`src/rtl/regfile_write_arbiter.sv`:
```
// regfile_write_arbiter
//   Shares the register-file write port between the in-order writeback path (A)
//   and a long-latency unit (B). B results queue in a small FIFO; the winning
//   write is registered toward the register file. Pending destinations are
//   reported to decode through q_hit.
//   Optional feature macro: RF_ARB_STARVE_GUARD_EN (forces a B grant after the
//   FIFO head has waited MAX_WAIT cycles).
module regfile_write_arbiter #(
   parameter int DEPTH    = 4,
   parameter int MAX_WAIT = 8
) (
   input  logic                     clk,
   input  logic                     rst,
   input  logic                     a_valid,
   input  logic [4:0]               a_rd,
   input  logic [31:0]              a_data,
   output logic                     a_ready,
   input  logic                     b_valid,
   input  logic [4:0]               b_rd,
   input  logic [31:0]              b_data,
   output logic                     b_ready,
   input  logic [4:0]               q_rs1,
   input  logic [4:0]               q_rs2,
   output logic                     q_hit,
   output logic                     rf_we,
   output logic [4:0]               rf_rd,
   output logic [31:0]              rf_wd,
   output logic [$clog2(DEPTH):0]   fifo_count
);

   localparam int AW = $clog2(DEPTH);
   localparam int CW = AW + 1;
   localparam logic [CW-1:0] DEPTH_C = CW'(DEPTH);

   logic [4:0]    rd_mem [DEPTH];
   logic [31:0]   wd_mem [DEPTH];
   logic [AW-1:0] wr_ptr;
   logic [AW-1:0] rd_ptr;
   logic [CW-1:0] count;

   logic          fifo_nonempty;
   logic          b_push;
   logic          b_store;
   logic          b_pop;
   logic          a_win;
   logic          forced_b;
   logic [AW-1:0] offset;

   assign fifo_nonempty = (count != '0);
   assign b_ready       = (count < DEPTH_C);
   assign b_push        = b_valid && b_ready;
   // An x0 result completes its handshake but never occupies a slot.
   assign b_store       = b_push && (b_rd != 5'd0);
   assign fifo_count    = count;

`ifdef RF_ARB_STARVE_GUARD_EN
   localparam int WW = $clog2(MAX_WAIT + 1);
   localparam logic [WW-1:0] MAX_WAIT_C = WW'(MAX_WAIT);

   // Down-counter of cycles the head may still wait; terminal count forces B.
   logic [WW-1:0] wait_cnt;

   assign forced_b = fifo_nonempty && (wait_cnt == '0);

   // Starvation timer: reload on pop or empty, count down while head is passed over.
   always_ff @(posedge clk) begin
      if (rst) begin
         wait_cnt <= MAX_WAIT_C;
      end else if (b_pop || !fifo_nonempty) begin
         wait_cnt <= MAX_WAIT_C;
      end else if (wait_cnt != '0) begin
         wait_cnt <= wait_cnt - WW'(1);
      end
   end
`else
   logic unused_max_wait;

   assign unused_max_wait = (MAX_WAIT > 0);
   assign forced_b        = 1'b0;
`endif

   // Per-cycle grant: forced B, then A (nonzero rd), then FIFO head.
   always_comb begin
      a_ready = 1'b1;
      a_win   = 1'b0;
      b_pop   = 1'b0;
      if (forced_b) begin
         b_pop   = 1'b1;
         a_ready = 1'b0;
      end else if (a_valid && (a_rd != 5'd0)) begin
         a_win = 1'b1;
      end else if (fifo_nonempty) begin
         b_pop = 1'b1;
      end
   end

   // FIFO pointers and occupancy; push and pop may coincide.
   always_ff @(posedge clk) begin
      if (rst) begin
         wr_ptr <= '0;
         rd_ptr <= '0;
         count  <= '0;
      end else begin
         if (b_store) begin
            wr_ptr <= wr_ptr + AW'(1);
         end
         if (b_pop) begin
            rd_ptr <= rd_ptr + AW'(1);
         end
         count <= count + CW'(b_store) - CW'(b_pop);
      end
   end

   // FIFO storage; contents need no reset because occupancy gates every use.
   always_ff @(posedge clk) begin
      if (!rst && b_store) begin
         rd_mem[wr_ptr] <= b_rd;
         wd_mem[wr_ptr] <= b_data;
      end
   end

   // Registered write toward the register file; address/data hold when idle.
   always_ff @(posedge clk) begin
      if (rst) begin
         rf_we <= 1'b0;
         rf_rd <= 5'd0;
         rf_wd <= 32'd0;
      end else begin
         rf_we <= a_win || b_pop;
         if (a_win) begin
            rf_rd <= a_rd;
            rf_wd <= a_data;
         end else if (b_pop) begin
            rf_rd <= rd_mem[rd_ptr];
            rf_wd <= wd_mem[rd_ptr];
         end
      end
   end

   // Hazard query against every occupied FIFO slot and the output stage.
   always_comb begin
      q_hit  = 1'b0;
      offset = '0;
      for (int i = 0; i < DEPTH; i++) begin
         offset = AW'(i) - rd_ptr;
         if (({1'b0, offset} < count) &&
             (((q_rs1 != 5'd0) && (q_rs1 == rd_mem[i])) ||
              ((q_rs2 != 5'd0) && (q_rs2 == rd_mem[i])))) begin
            q_hit = 1'b1;
         end
      end
      if (rf_we &&
          (((q_rs1 != 5'd0) && (q_rs1 == rf_rd)) ||
           ((q_rs2 != 5'd0) && (q_rs2 == rf_rd)))) begin
         q_hit = 1'b1;
      end
   end

endmodule

```
`config.mk`:
```
export PLATFORM = sky130hd
export DESIGN_NAME = regfile_write_arbiter
export DESIGN_NICKNAME = d
export VERILOG_FILES = /design/src/rtl/regfile_write_arbiter.sv
export SDC_FILE = /design/constraint.sdc
export NUM_CORES = 1
export LEC_CHECK = 0
export CORE_MARGIN = 1.5
export CORE_UTILIZATION = 30
export DETAILED_ROUTE_END_ITERATION = 16
export PLACE_DENSITY = 0.5
export SLEW_MARGIN = 20
export SYNTH_ARGS = -nofsm -noshare
export SYNTH_HDL_FRONTEND = slang
export SYNTH_SLANG_ARGS = --single-unit
```
`constraint.sdc`:
```
create_clock -name clk -period 8.45 [get_ports clk]
set_input_delay 1.69 -clock clk [delete_from_list [all_inputs] [get_ports clk]]
set_output_delay 1.69 -clock clk [all_outputs]
set_load 0.02 [all_outputs]
```
Word level (Yosys, flattened, before mapping):

Memory sizes are Yosys's and may differ from the RTL's. A register that Yosys moved wholly into a read port is not among the register bits.
Index checks and enable logic that the tools add are counted.
Widths: inputs -> output; s select.

* memory bits (writable): 148
* memories kept: 2
* bits in registers: 45

Memory list
* wd_mem: words 4, bits a word 32, read ports 1, clocked after Yosys merged registers in 1, wr ports 1, line 36 `logic [31:0] wd_mem [DEPTH];`
* rd_mem: words 4, bits a word 5, read ports 5, clocked after Yosys merged registers in 1, wr ports 1, line 35 `logic [4:0] rd_mem [DEPTH];`

* eq/ne operators: 10
* multiplexer cells: 18
* reduce and logical (&&, ||, !) cells: 32
* $add $sub $neg: 8
* magnitude comparators: 5

Operators with widths (count)
* $mux 32: 2
* $eq 5x5->1: 10
* $reduce_bool 5->1: 4
* $logic_and 1x1->1: 19
* $lt 2x3->1: 4
* $mux 1: 10
* $mux 5: 2
* $mux 2: 4
* $logic_or 1x1->1: 6
* $add 2x1->2 const B: 2
* $sub 1x2->2 const A: 2
* $sub 2x2->2 const A: 2
* $add 3x1->3: 1
* $lt 3x3->1 const B: 1
* $reduce_bool 3->1: 1
* $sub 3x1->3: 1
* $reduce_bool 2->1: 1
* $logic_not 1->1: 1

Longest topological paths before layout:

Gate-level depths: netlist (run 1).
An unclocked memory read counts as a cell.

* word-level depth: 10
* depth in mapped cells: 11
* gate-level depth less buffers: 11

Least setup slack after synthesis (run 1):

OpenSTA, ideal clock, no wires.

* kind: input to output
* from: input port q_rs1[1]
* to: output port q_hit
* arrival: 3102 ps
* cell stages on the path: 6
* path slack: 3658 ps
* cells stage by stage: clkbuf_1 > or4_1 > o211ai_1 > o22ai_1 > a22oi_1 > nand4_1

* longest elaborated chain between the ends: 9

RTL lines
* from (decl): line 22 `input logic [4:0] q_rs1,`
* $eq 5x5->1 or $reduce_bool 5->1 (tied branches): line 147, 153
* $logic_and 1x1->1: line 147 `(((q_rs1 != 5'd0) && (q_rs1 == rd_mem[i])) ||`
* $logic_or 1x1->1: line 147
* $logic_and 1x1->1: line 146 `if (({1'b0, offset} < count) &&`
* $mux 1 (4 in series): line 146
* $mux 1 (*): line 152 `if (rf_we &&`
* to (decl): line 24 `output logic q_hit,`

Mark *: on every way between the ends. The rest lies on a longest branch, timed or not.

Final worst setup path (run 1):

* from: input port q_rs2[1]
* to: output port q_hit

* longest elaborated chain between the ends: 9

RTL lines
* from (decl): line 23 `input logic [4:0] q_rs2,`
* $eq 5x5->1 or $reduce_bool 5->1 (tied branches): line 148, 154
* $logic_and 1x1->1: line 148 `((q_rs2 != 5'd0) && (q_rs2 == rd_mem[i])))) begin`
* $logic_or 1x1->1: line 147
* $logic_and 1x1->1: line 146
* $mux 1 (4 in series): line 146
* $mux 1 (*): line 152

Marks and branches as above.

==> run metrics, run 1 <==
Setup Fix Bufs, Post-CTS=0; Clk Latency, worst-skew pair=0.43 ns; required arrival time at the worst endpoint=6.76 ns; count of TritonRoute iterations in the first routing pass=4; Peak supply drop=122 uV; total routing resource utilization after global routing=14.9%; unrepaired setup endpoints after global routing=false; IO Pins=132; number of max-capacitance violations reported=0; count of hold-fix buffers inserted at cts=0; total cell area at the placement stage=9970 um2; crit path max fanout=6; dpl hpwl=13.5 mm; total power density per cell area=266 nW/um2; number of failing hold endpoints at the final stage=0; final cell area excluding filler cells=10600 um2; number of buffers between clock root and the deepest sink=2; Period minus WS final=5.85 ns; biggest area consumer among synthesized cells=edfxtp_1; final weighted congestion in routability-driven placement=0.837; outcome=completed; standard-cell rows=60; data arrival time of the critical path=4.16 ns; top cell type's share of synthesized area=53.4%; kind of start point of the critical path=input port; total power draw=2810 uW; worst max-slew margin expressed relative to the limit=38.0%; initial standard-cell utilization of the core=30.7%; number of max-slew violations in the final report=0; vias per std cell=4.79; number of sinks driven by the clock tree=195; synthesis-stage register bit count=195; transition at the pin with the smallest max-transition slack=0.931 ns; CTS tree=built; layout cells sized above 1=15.3%; WL/cell=19.5 um; count of mapped cells out of synthesis=560; Hold/Removal Path Class=reg2reg; reported leakage power=0.00338 uW; worst r2r src=fifo_count[2]; type of the worst setup path=in2out; DIE HEIGHT=170 um; First DRT Iteration DRCs=258; area added between synthesis and finish=26.9%; core area=27100 um2; Endpoint, Worst Hold=rf_wd[31]; setup clock skew after layout=0.00738 ns; leading post-synthesis cells by cell area=edfxtp_1 53%, dfxtp_1 11%, mux4_2 10%, xnor2_1 4.6%, a311oi_2 3.6%; Tcrit/Tclk final=69.2%; clock-pin slew on the worst setup and hold paths=0.07 ns; number of inserted diodes=0; DIE AREA=28700 um2; total of cells resized after clock tree synthesis=0; setup violators final=0; critical register-to-register path endpoint=fifo_count[2]; capturing element type of the critical path=output port; CTS Root Cell=clkbuf_16; grt total ovfl=0; number of warning messages in the yosys log=0; total negative slack=0 ns; r2r setup slk=5.42 ns; Post-Syn Area per Cell=14.9 um2; Post-Syn Nets=659; antenna-violating nets left=0; hold path cells=2; via count of the first global-routing pass=5442; routed vias=5077; Synth cell types=35; Nets=774; pin count of the biggest net entering global routing=76; share of synthesized area occupied by flip-flops and latches=64.7%; Worst Hold Launch=rf_wd[31]; antenna violations before repair=2; wire length of the first global-routing pass=31.7 mm; Num CTS Buffers=17; Reg2Reg Depth=10; final routed DRC violation total=0; post-synthesis instance area=8320 um2; Fmax=0.171 GHz; chip width=170 um; deepest level of the CTS H-tree=4; routed wire length=20.7 mm; number of buffer cells added on primary ports=130
==> registers in the layout, summed over array words and instances, names as in the netlist, named ones only <==
register	count
wd_mem	128
rf_wd	32
rd_mem	20
rf_rd	5
fifo_count	3
rd_ptr	2
wr_ptr	2
rf_we	1
==> critical path, cell delays in order <==
cell	delay, ns
clkdlybuf4s50_1	0.60
or4_1	0.66
o211ai_1	0.20
o22ai_1	0.09
a22oi_1	0.20
nand4_1	0.16
clkdlybuf4s50_1	0.56
==> stage by stage <==
stage	cells	hold slack (ns)	worst slack [ns]	util (%)
2_1_floorplan	560	0.518	3.66	-
3_3_place_gp	1027	0.467	2.65	36.7
3_5_place_dp	1028	0.473	2.63	36.8
4_1_cts	1060	0.486	2.62	39.0
5_1_grt	1060	0.503	2.48	39.0
6_report	1060	0.482	2.60	39.0
==> per-layer routing <==
layer  global-route usage (%)  routed length [um]
met5                        0                  11
met4                     4.73                 343
met3                     3.80                 847
met2                     25.0               10200
met1                     18.9                9240
==> cells by family after synthesis <==
logic type,after synthesis,synth area share (%)
other,1,0.0451
AO/OA/AOI/OAI,55,6.84
flip-flops,195,64.7
multiplexers,38,10.1
adder cells (fa/ha/maj),11,1.74
XOR/XNOR,56,5.90
buffers and inverters,49,2.80
AND/OR/NAND/NOR,155,7.81
==> synthesized netlist by cell type <==
master	instances
dfxtp_1	47
xor2_1	12
a21o_1	1
o21ai_2	1
nand2_1	77
conb_1	1
buf_2	6
a22oi_1	2
a311oi_2	20
a311oi_1	16
a21oi_1	4
nand4_1	1
nor3_1	1
o21ai_0	2
xnor2_1	44
buf_6	2
o211ai_2	1
o22ai_1	4
or3_1	1
ha_1	10
or4_1	4
and2_1	5
mux4_2	37
nor2b_1	1
inv_1	8
buf_4	7
nor2_1	47
fa_1	1
clkbuf_1	26
nor4_1	6
edfxtp_1	148
nand3_1	11
nand2b_1	1
o211ai_1	4
mux2i_1	1
==> cell type report <==
cell class                      count  area (um2)
Tap cell                          372         465
Sequential cell                   195        5390
Multi-Input combinational cell    316        2720
Fill cell                        2573       16500
Clock inverter                      9        90.1
Clock buffer                       23         499
Timing Repair Buffer              137        1360
Inverter                            8        30.0
==> where the power goes <==
| group | internal, uW | switching, uW | leakage, uW |
|---|---|---|---|
| logic | 358 | 415 | 0.00137 |
| registers | 1120 | 114 | 0.00173 |
| clock network | 451 | 355 | 0.000286 |
| total | 1930 | 884 | 0.00338 |
==> layout by cell type, fill, tap and decap left out, types with 8 or more instances in the layout <==
| cell | count |
|---|---|
| clkdlybuf4s50_1 | 129 |
| nor2_1 | 47 |
| a311oi_1 | 16 |
| ha_1 | 10 |
| clkbuf_16 | 18 |
| xnor2_1 | 44 |
| edfxtp_1 | 148 |
| nand3_1 | 11 |
| xor2_1 | 12 |
| mux4_2 | 37 |
| nand2_1 | 77 |
| a311oi_2 | 20 |
| dfxtp_1 | 45 |
| inv_1 | 8 |
==> worst max-delay path by stage <==
stage          startpoint    end  slack, ns
2_1_floorplan    q_rs1[1]  q_hit       3.66
4_1_cts          q_rs2[1]  q_hit       2.62
3_3_place_gp     q_rs2[1]  q_hit       2.65
6_report         q_rs2[1]  q_hit       2.60
5_1_grt          q_rs1[1]  q_hit       2.48
3_5_place_dp     q_rs2[1]  q_hit       2.63
No activity file was read; power rests on OpenSTA's default activity.
==> run 2: changes to the inputs <==
--- a/config.mk
+++ b/config.mk
@@ -8,7 +8,7 @@
 export CORE_MARGIN = 1.5
 export CORE_UTILIZATION = 30
 export DETAILED_ROUTE_END_ITERATION = 16
-export PLACE_DENSITY = 0.5
+export PLACE_DENSITY = 0.51
 export SLEW_MARGIN = 20
 export SYNTH_ARGS = -nofsm -noshare
 export SYNTH_HDL_FRONTEND = slang
==> constraint.sdc (replaced) <==
create_clock -name clk -period 5 [get_ports clk]
set_input_delay 1 -clock clk [delete_from_list [all_inputs] [get_ports clk]]
set_output_delay 1 -clock clk [all_outputs]
set_load 0.02 [all_outputs]
==> run 2 against run 1 <==
Compared with the run above:
- cell count fell by 0.28%
- sequential cell count did not move
- first-iteration DRC count fell by 3.1%
- clock-buffer cell count fell by 6
- sequential power rose by 70%
- via count fell by 2.0%
- critical path depth did not move
- cell area fell by 0.36%
- combinational power rose by 69%
==> run metrics, run 2 (synthesis gave the netlist of run 1 again) <==
capturing element type of the critical path=output port; total of cells resized after clock tree synthesis=0; Setup Fix Bufs, Post-CTS=0; most frequent CP cell=clkdlybuf4s50_1; final routed DRC violation total=0; total routing resource utilization after global routing=14.7%; Peak supply drop=231 uV; WL/cell=19.4 um; initial standard-cell utilization of the core=30.7%; clock-pin slew on the worst setup and hold paths=0.08 ns; Nets=770; number of max-slew violations in the final report=0; Top reg by flops=wd_mem; largest registers=wd_mem: 128 flops, rf_wd: 32 flops, rd_mem: 20 flops; routed wire length=20.5 mm; unrepaired setup endpoints after global routing=false; vias per std cell=4.70; type of the worst setup path=in2out; layout cells sized above 1=14.9%; core area=27100 um2; via count of the first global-routing pass=5367; antenna-violating nets left=0; First DRT Iteration DRCs=250; stage delay of the slowest cell on the critical path=0.64 ns; number of failing hold endpoints at the final stage=0; number of max-capacitance violations reported=0; Hold/Removal Path Class=reg2reg; wire length of the first global-routing pass=31.2 mm; transition at the pin with the smallest max-transition slack=0.978 ns; setup violators final=0; worst hold margin=0.483 ns; kind of start point of the critical path=input port; crit path max fanout=6; hold path cells=2; total negative slack=0 ns; Worst Hold Launch=rf_wd[26]; CTS tree=built; number of sinks driven by the clock tree=195; dpl hpwl=12.9 mm; total power draw=4740 uW; final weighted congestion in routability-driven placement=0.875; IO Pins=132; setup clock skew after layout=0.0152 ns; total power density per cell area=450 nW/um2; grt total ovfl=0; number of buffer cells added on primary ports=130; worst r2r src=fifo_count[2]; Endpoint, Worst Hold=rf_wd[26]; Period minus WS final=4.49 ns; Fmax=0.223 GHz; chip width=170 um; slowest cell on the critical path=or4_1; max FFs per register=128; DIE HEIGHT=170 um; crit path cell chain=clkdlybuf4s50_1 > or4_1 > o211ai_1 > o22ai_1 > a22oi_1 > nand4_1 > clkdlybuf4s50_1; most common library cell in the layout ignoring fill and taps=edfxtp_1; count of TritonRoute iterations in the first routing pass=5; outcome=completed; area added between synthesis and finish=26.5%; DIE AREA=28700 um2; Tcrit/Tclk final=89.8%; count of hold-fix buffers inserted at cts=0; standard-cell rows=60; CTS Root Cell=clkbuf_16; Clk Latency, worst-skew pair=0.43 ns; required arrival time at the worst endpoint=4.00 ns; data arrival time of the critical path=3.49 ns; Num CTS Buffers=17; antenna violations before repair=1; Reg2Reg Depth=10; routed vias=4973; deepest level of the CTS H-tree=4; pin count of the biggest net entering global routing=76; critical register-to-register path endpoint=fifo_count[2]; number of buffers between clock root and the deepest sink=2; commonest cells after routing, fill and taps aside=148 x edfxtp_1, 129 x clkdlybuf4s50_1, 77 x nand2_1; r2r setup slk=1.92 ns; worst max-slew margin expressed relative to the limit=34.8%; reported leakage power=0.00336 uW
## run 2: cell count changes in the layout (fill, tap and decap cells not counted), moves of 2 or more
cell,before,now
clkbuf_8,3,0
clkinv_4,0,2
and2_4,0,4
clkbuf_1,2,0
inv_8,0,4
buf_4,6,3
and2_2,4,0
inv_6,4,2
clkinv_8,0,4
## run 2: report_power, final
group | internal (uW) | switching (uW)
Sequential | 1890 | 194
Clock | 670 | 665
Combinational | 603 | 712
## run 2: area by class of cell
cell class | instances | area [um2]
Antenna cell | 1 | 2.50
Timing Repair Buffer | 133 | 1320
Inverter | 8 | 30.0
Clock buffer | 17 | 425
Multi-Input combinational cell | 316 | 2730
Tap cell | 372 | 465
Fill cell | 2532 | 16600
Sequential cell | 195 | 5390
Clock inverter | 15 | 161
## run 2: critical path: cells and delay by family
kind	cells	cell delay, ns
simple gates	2	0.81
compound gates	3	0.52
buf+inv	2	1.16
## run 2: how the worst max path moves through the flow
stage	startpoint	endpoint	slack, ns	depth (start not counted)
floorplan	q_rs1[1]	q_hit	1.59	6
global placement	q_rs1[1]	q_hit	0.56	7
detailed placement	q_rs1[1]	q_hit	0.53	7
CTS	q_rs1[1]	q_hit	0.53	7
global route	q_rs2[1]	q_hit	0.35	7
finish	q_rs1[1]	q_hit	0.51	7
## run 2: metal layers
layer,global-route usage [%],wire (um),vias up
li1,-,-,2314
met1,18.2,9040,2525
met2,25.8,10400,118
met3,3.66,868,16
met4,3.54,227,0
met5,0,0,-
## run 2: metrics by stage
| stage | setup slack (ns) | std cells | cell area, um2 | util, % |
|---|---|---|---|---|
| after floorplan | 1.59 | 560 | 8320 | - |
| after global placement | 0.559 | 1024 | 9920 | 36.6 |
| after detailed placement | 0.534 | 1024 | 9930 | 36.6 |
| after CTS | 0.529 | 1056 | 10500 | 38.8 |
| after global routing | 0.353 | 1056 | 10500 | 38.8 |
| final | 0.508 | 1057 | 10500 | 38.8 |
==> run 3: changes to the inputs <==
--- a/config.mk
+++ b/config.mk
@@ -5,6 +5,7 @@
 export SDC_FILE = /design/constraint.sdc
 export NUM_CORES = 1
 export LEC_CHECK = 0
+export ABC_AREA = 1
 export CORE_MARGIN = 1.5
 export CORE_UTILIZATION = 30
 export DETAILED_ROUTE_END_ITERATION = 16
==> run 3 against run 2 <==
Compared with the run above:
- via count up 25%
- register-to-register slack better by 0.77 ns
- largest power group unchanged
- clock skew down 0.0032 ns
- synthesized area up 4.1%
- clock-buffer cell count up 2
- synthesized cell count up 52%
==> run metrics, run 3 <==
outcome=completed; capturing element type of the critical path=output port; core area=28500 um2; Num CTS Buffers=17; DIE AREA=29900 um2; worst max-slew margin expressed relative to the limit=36.8%; antenna-violating nets left=0; Post-Syn Area per Cell=10.2 um2; share of synthesized area occupied by flip-flops and latches=62.2%; worst hold margin=0.479 ns; via count of the first global-routing pass=6148; number of buffers between clock root and the deepest sink=2; setup violators final=0; count of mapped cells out of synthesis=852; routed wire length=22.3 mm; dpl hpwl=14.4 mm; critical path buffer and inverter count=2; count of flip-flops with a built-in enable after synthesis=148; commonest cells after routing, fill and taps aside=182 x nand2_1, 148 x edfxtp_1, 130 x clkdlybuf4s50_1; final routed DRC violation total=0; CTS Root Cell=clkbuf_16; top post-synthesis cells by count=182 x nand2_1, 148 x edfxtp_1, 91 x nor2_1; hold path cells=2; Clk Latency, worst-skew pair=0.43 ns; FFs w/ async S/R, synth=0%; crit path cell chain=clkdlybuf4s50_1 > nor2_1 > nand2_1 > nor2_1 > nor2_1 > nand2_1 > nand2_1 > nand2_1 > nand2_1 > nor2_1 > nand2_1 > clkdlybuf4s50_1; synthesis-stage register bit count=195; leading post-synthesis cells by cell area=edfxtp_1 51%, dfxtp_1 11%, nand2_1 7.9%, o21ai_0 4.4%, nor2_1 3.9%; kind of start point of the critical path=input port; Top reg by flops=wd_mem; count of TritonRoute iterations in the first routing pass=4; IO Pins=132; max FFs per register=128; number of max-capacitance violations reported=0; most frequent CP cell=nand2_1; flip-flop cell with the highest count after synthesis=edfxtp_1; total of cells resized after clock tree synthesis=0; Post-Syn Nets=951; number of warning messages in the yosys log=0; grt total ovfl=0; vias per std cell=4.56; number of max-slew violations in the final report=0; total power density per cell area=444 nW/um2; unrepaired setup endpoints after global routing=false; Nets=1059; DIE HEIGHT=173 um; initial standard-cell utilization of the core=30.3%; First DRT Iteration DRCs=484; biggest area consumer among synthesized cells=edfxtp_1; CP top delay family=buffers and inverters; Synth cell types=33; largest registers=wd_mem: 128 flops, rf_wd: 32 flops, rd_mem: 20 flops; routed vias=6196; number of buffer cells added on primary ports=130; WL/cell=16.4 um; top cell type's share of synthesized area=51.3%; stage delay of the slowest cell on the critical path=0.58 ns; total routing resource utilization after global routing=15.2%; antenna violations before repair=1; crit path max fanout=7; wire length of the first global-routing pass=35.0 mm; transition at the pin with the smallest max-transition slack=0.948 ns; reported leakage power=0.00406 uW; final core utilization=37.9%; Worst path depth=12; standard-cell rows=62; CTS tree=built; layout cells sized above 1=5.86%; data arrival time of the critical path=3.05 ns; number of sinks driven by the clock tree=195; clock-pin slew on the worst setup and hold paths=0.07 ns; area added between synthesis and finish=25.0%; Peak supply drop=236 uV; most frequently used cell type in the post-synthesis netlist=nand2_1; Hold/Removal Path Class=reg2reg; chip width=173 um; deepest level of the CTS H-tree=4; post-synthesis instance area=8660 um2; setup clock skew after layout=0.0120 ns; number of failing hold endpoints at the final stage=0; final weighted congestion in routability-driven placement=0.828; Fmax=0.247 GHz; required arrival time at the worst endpoint=4.00 ns; count of hold-fix buffers inserted at cts=0; slowest cell on the critical path=clkdlybuf4s50_1; Setup Fix Bufs, Post-CTS=0; number of fillers in the final layout=2899; Reg2Reg Depth=5; pin count of the biggest net entering global routing=76; most common library cell in the layout ignoring fill and taps=nand2_1; Tcrit/Tclk final=81.0%; Period minus WS final=4.05 ns; type of the worst setup path=in2out; total negative slack=0 ns
run 3: metal layers:
layer / up-vias / GRT usage, % / wire [um]
li1: 3093 / - / -
met1: 2944 / 20.1 / 10300
met2: 141 / 25.4 / 10700
met3: 18 / 3.50 / 1080
met4: 0 / 3.51 / 210
met5: - / 0 / 0
run 3: layout make-up:
| type | instances | area (um2) | area share (%) |
|---|---|---|---|
| Sequential cell | 195 | 5390 | 49.8 |
| Multi-Input combinational cell | 541 | 2750 | 25.4 |
| Timing Repair Buffer | 138 | 1390 | 12.8 |
| Tap cell | 384 | 480 | 4.44 |
| Clock buffer | 19 | 433 | 4.00 |
| Inverter | 67 | 256 | 2.37 |
| Clock inverter | 13 | 128 | 1.18 |
| Antenna cell | 1 | 2.50 | 0.0231 |
run 3: worst min-delay path: cells and delay by family (launching register included):
family	cells	cell delay, ns
flip-flops	1	0.32
AND/OR/NAND/NOR	1	0.07
AO/OA/AOI/OAI	1	0.05
run 3: kinds of logic (layout without fill, tap and decap cells):
logic type	after synthesis	count (layout)	synth area share, %
buf+inv	116	237	6.44
other cells	1	2	0.0433
flops	195	195	62.2
fa+ha+maj	11	11	1.68
simple gates	325	325	15.2
compound gates	162	162	10.2
xor+xnor	42	42	4.25
run 3: path summary, 6_finish.rpt:
check | startpoint | endpoint | slack [ns]
hold reg to reg | rf_wd[1] | rf_wd[1] | 0.48
hold / removal | rf_wd[1] | rf_wd[1] | 0.48
setup reg to reg | flop | rf_wd[17] | 2.69
setup / recovery | q_rs1[0] | q_hit | 0.95
run 3: stage by stage:
stage / setup slack, ns / instances / power (uW) / cell area [um2]
final: 0.948 / 1358 / 4800 / 10800
after global routing: 0.720 / 1357 / 5090 / 10800
after CTS: 0.939 / 1357 / 4870 / 10800
after detailed placement: 0.950 / 1325 / 3550 / 10300
after global placement: 0.911 / 1325 / 3550 / 10300
after floorplan: 1.72 / 852 / 3010 / 8660
run 3: report_power, final:
part / internal, uW / switching (uW) / total [uW]
Combinational: 544 / 853 / 1400
Sequential: 1920 / 179 / 2100
Clock: 696 / 612 / 1310
Total: 3160 / 1640 / 4800
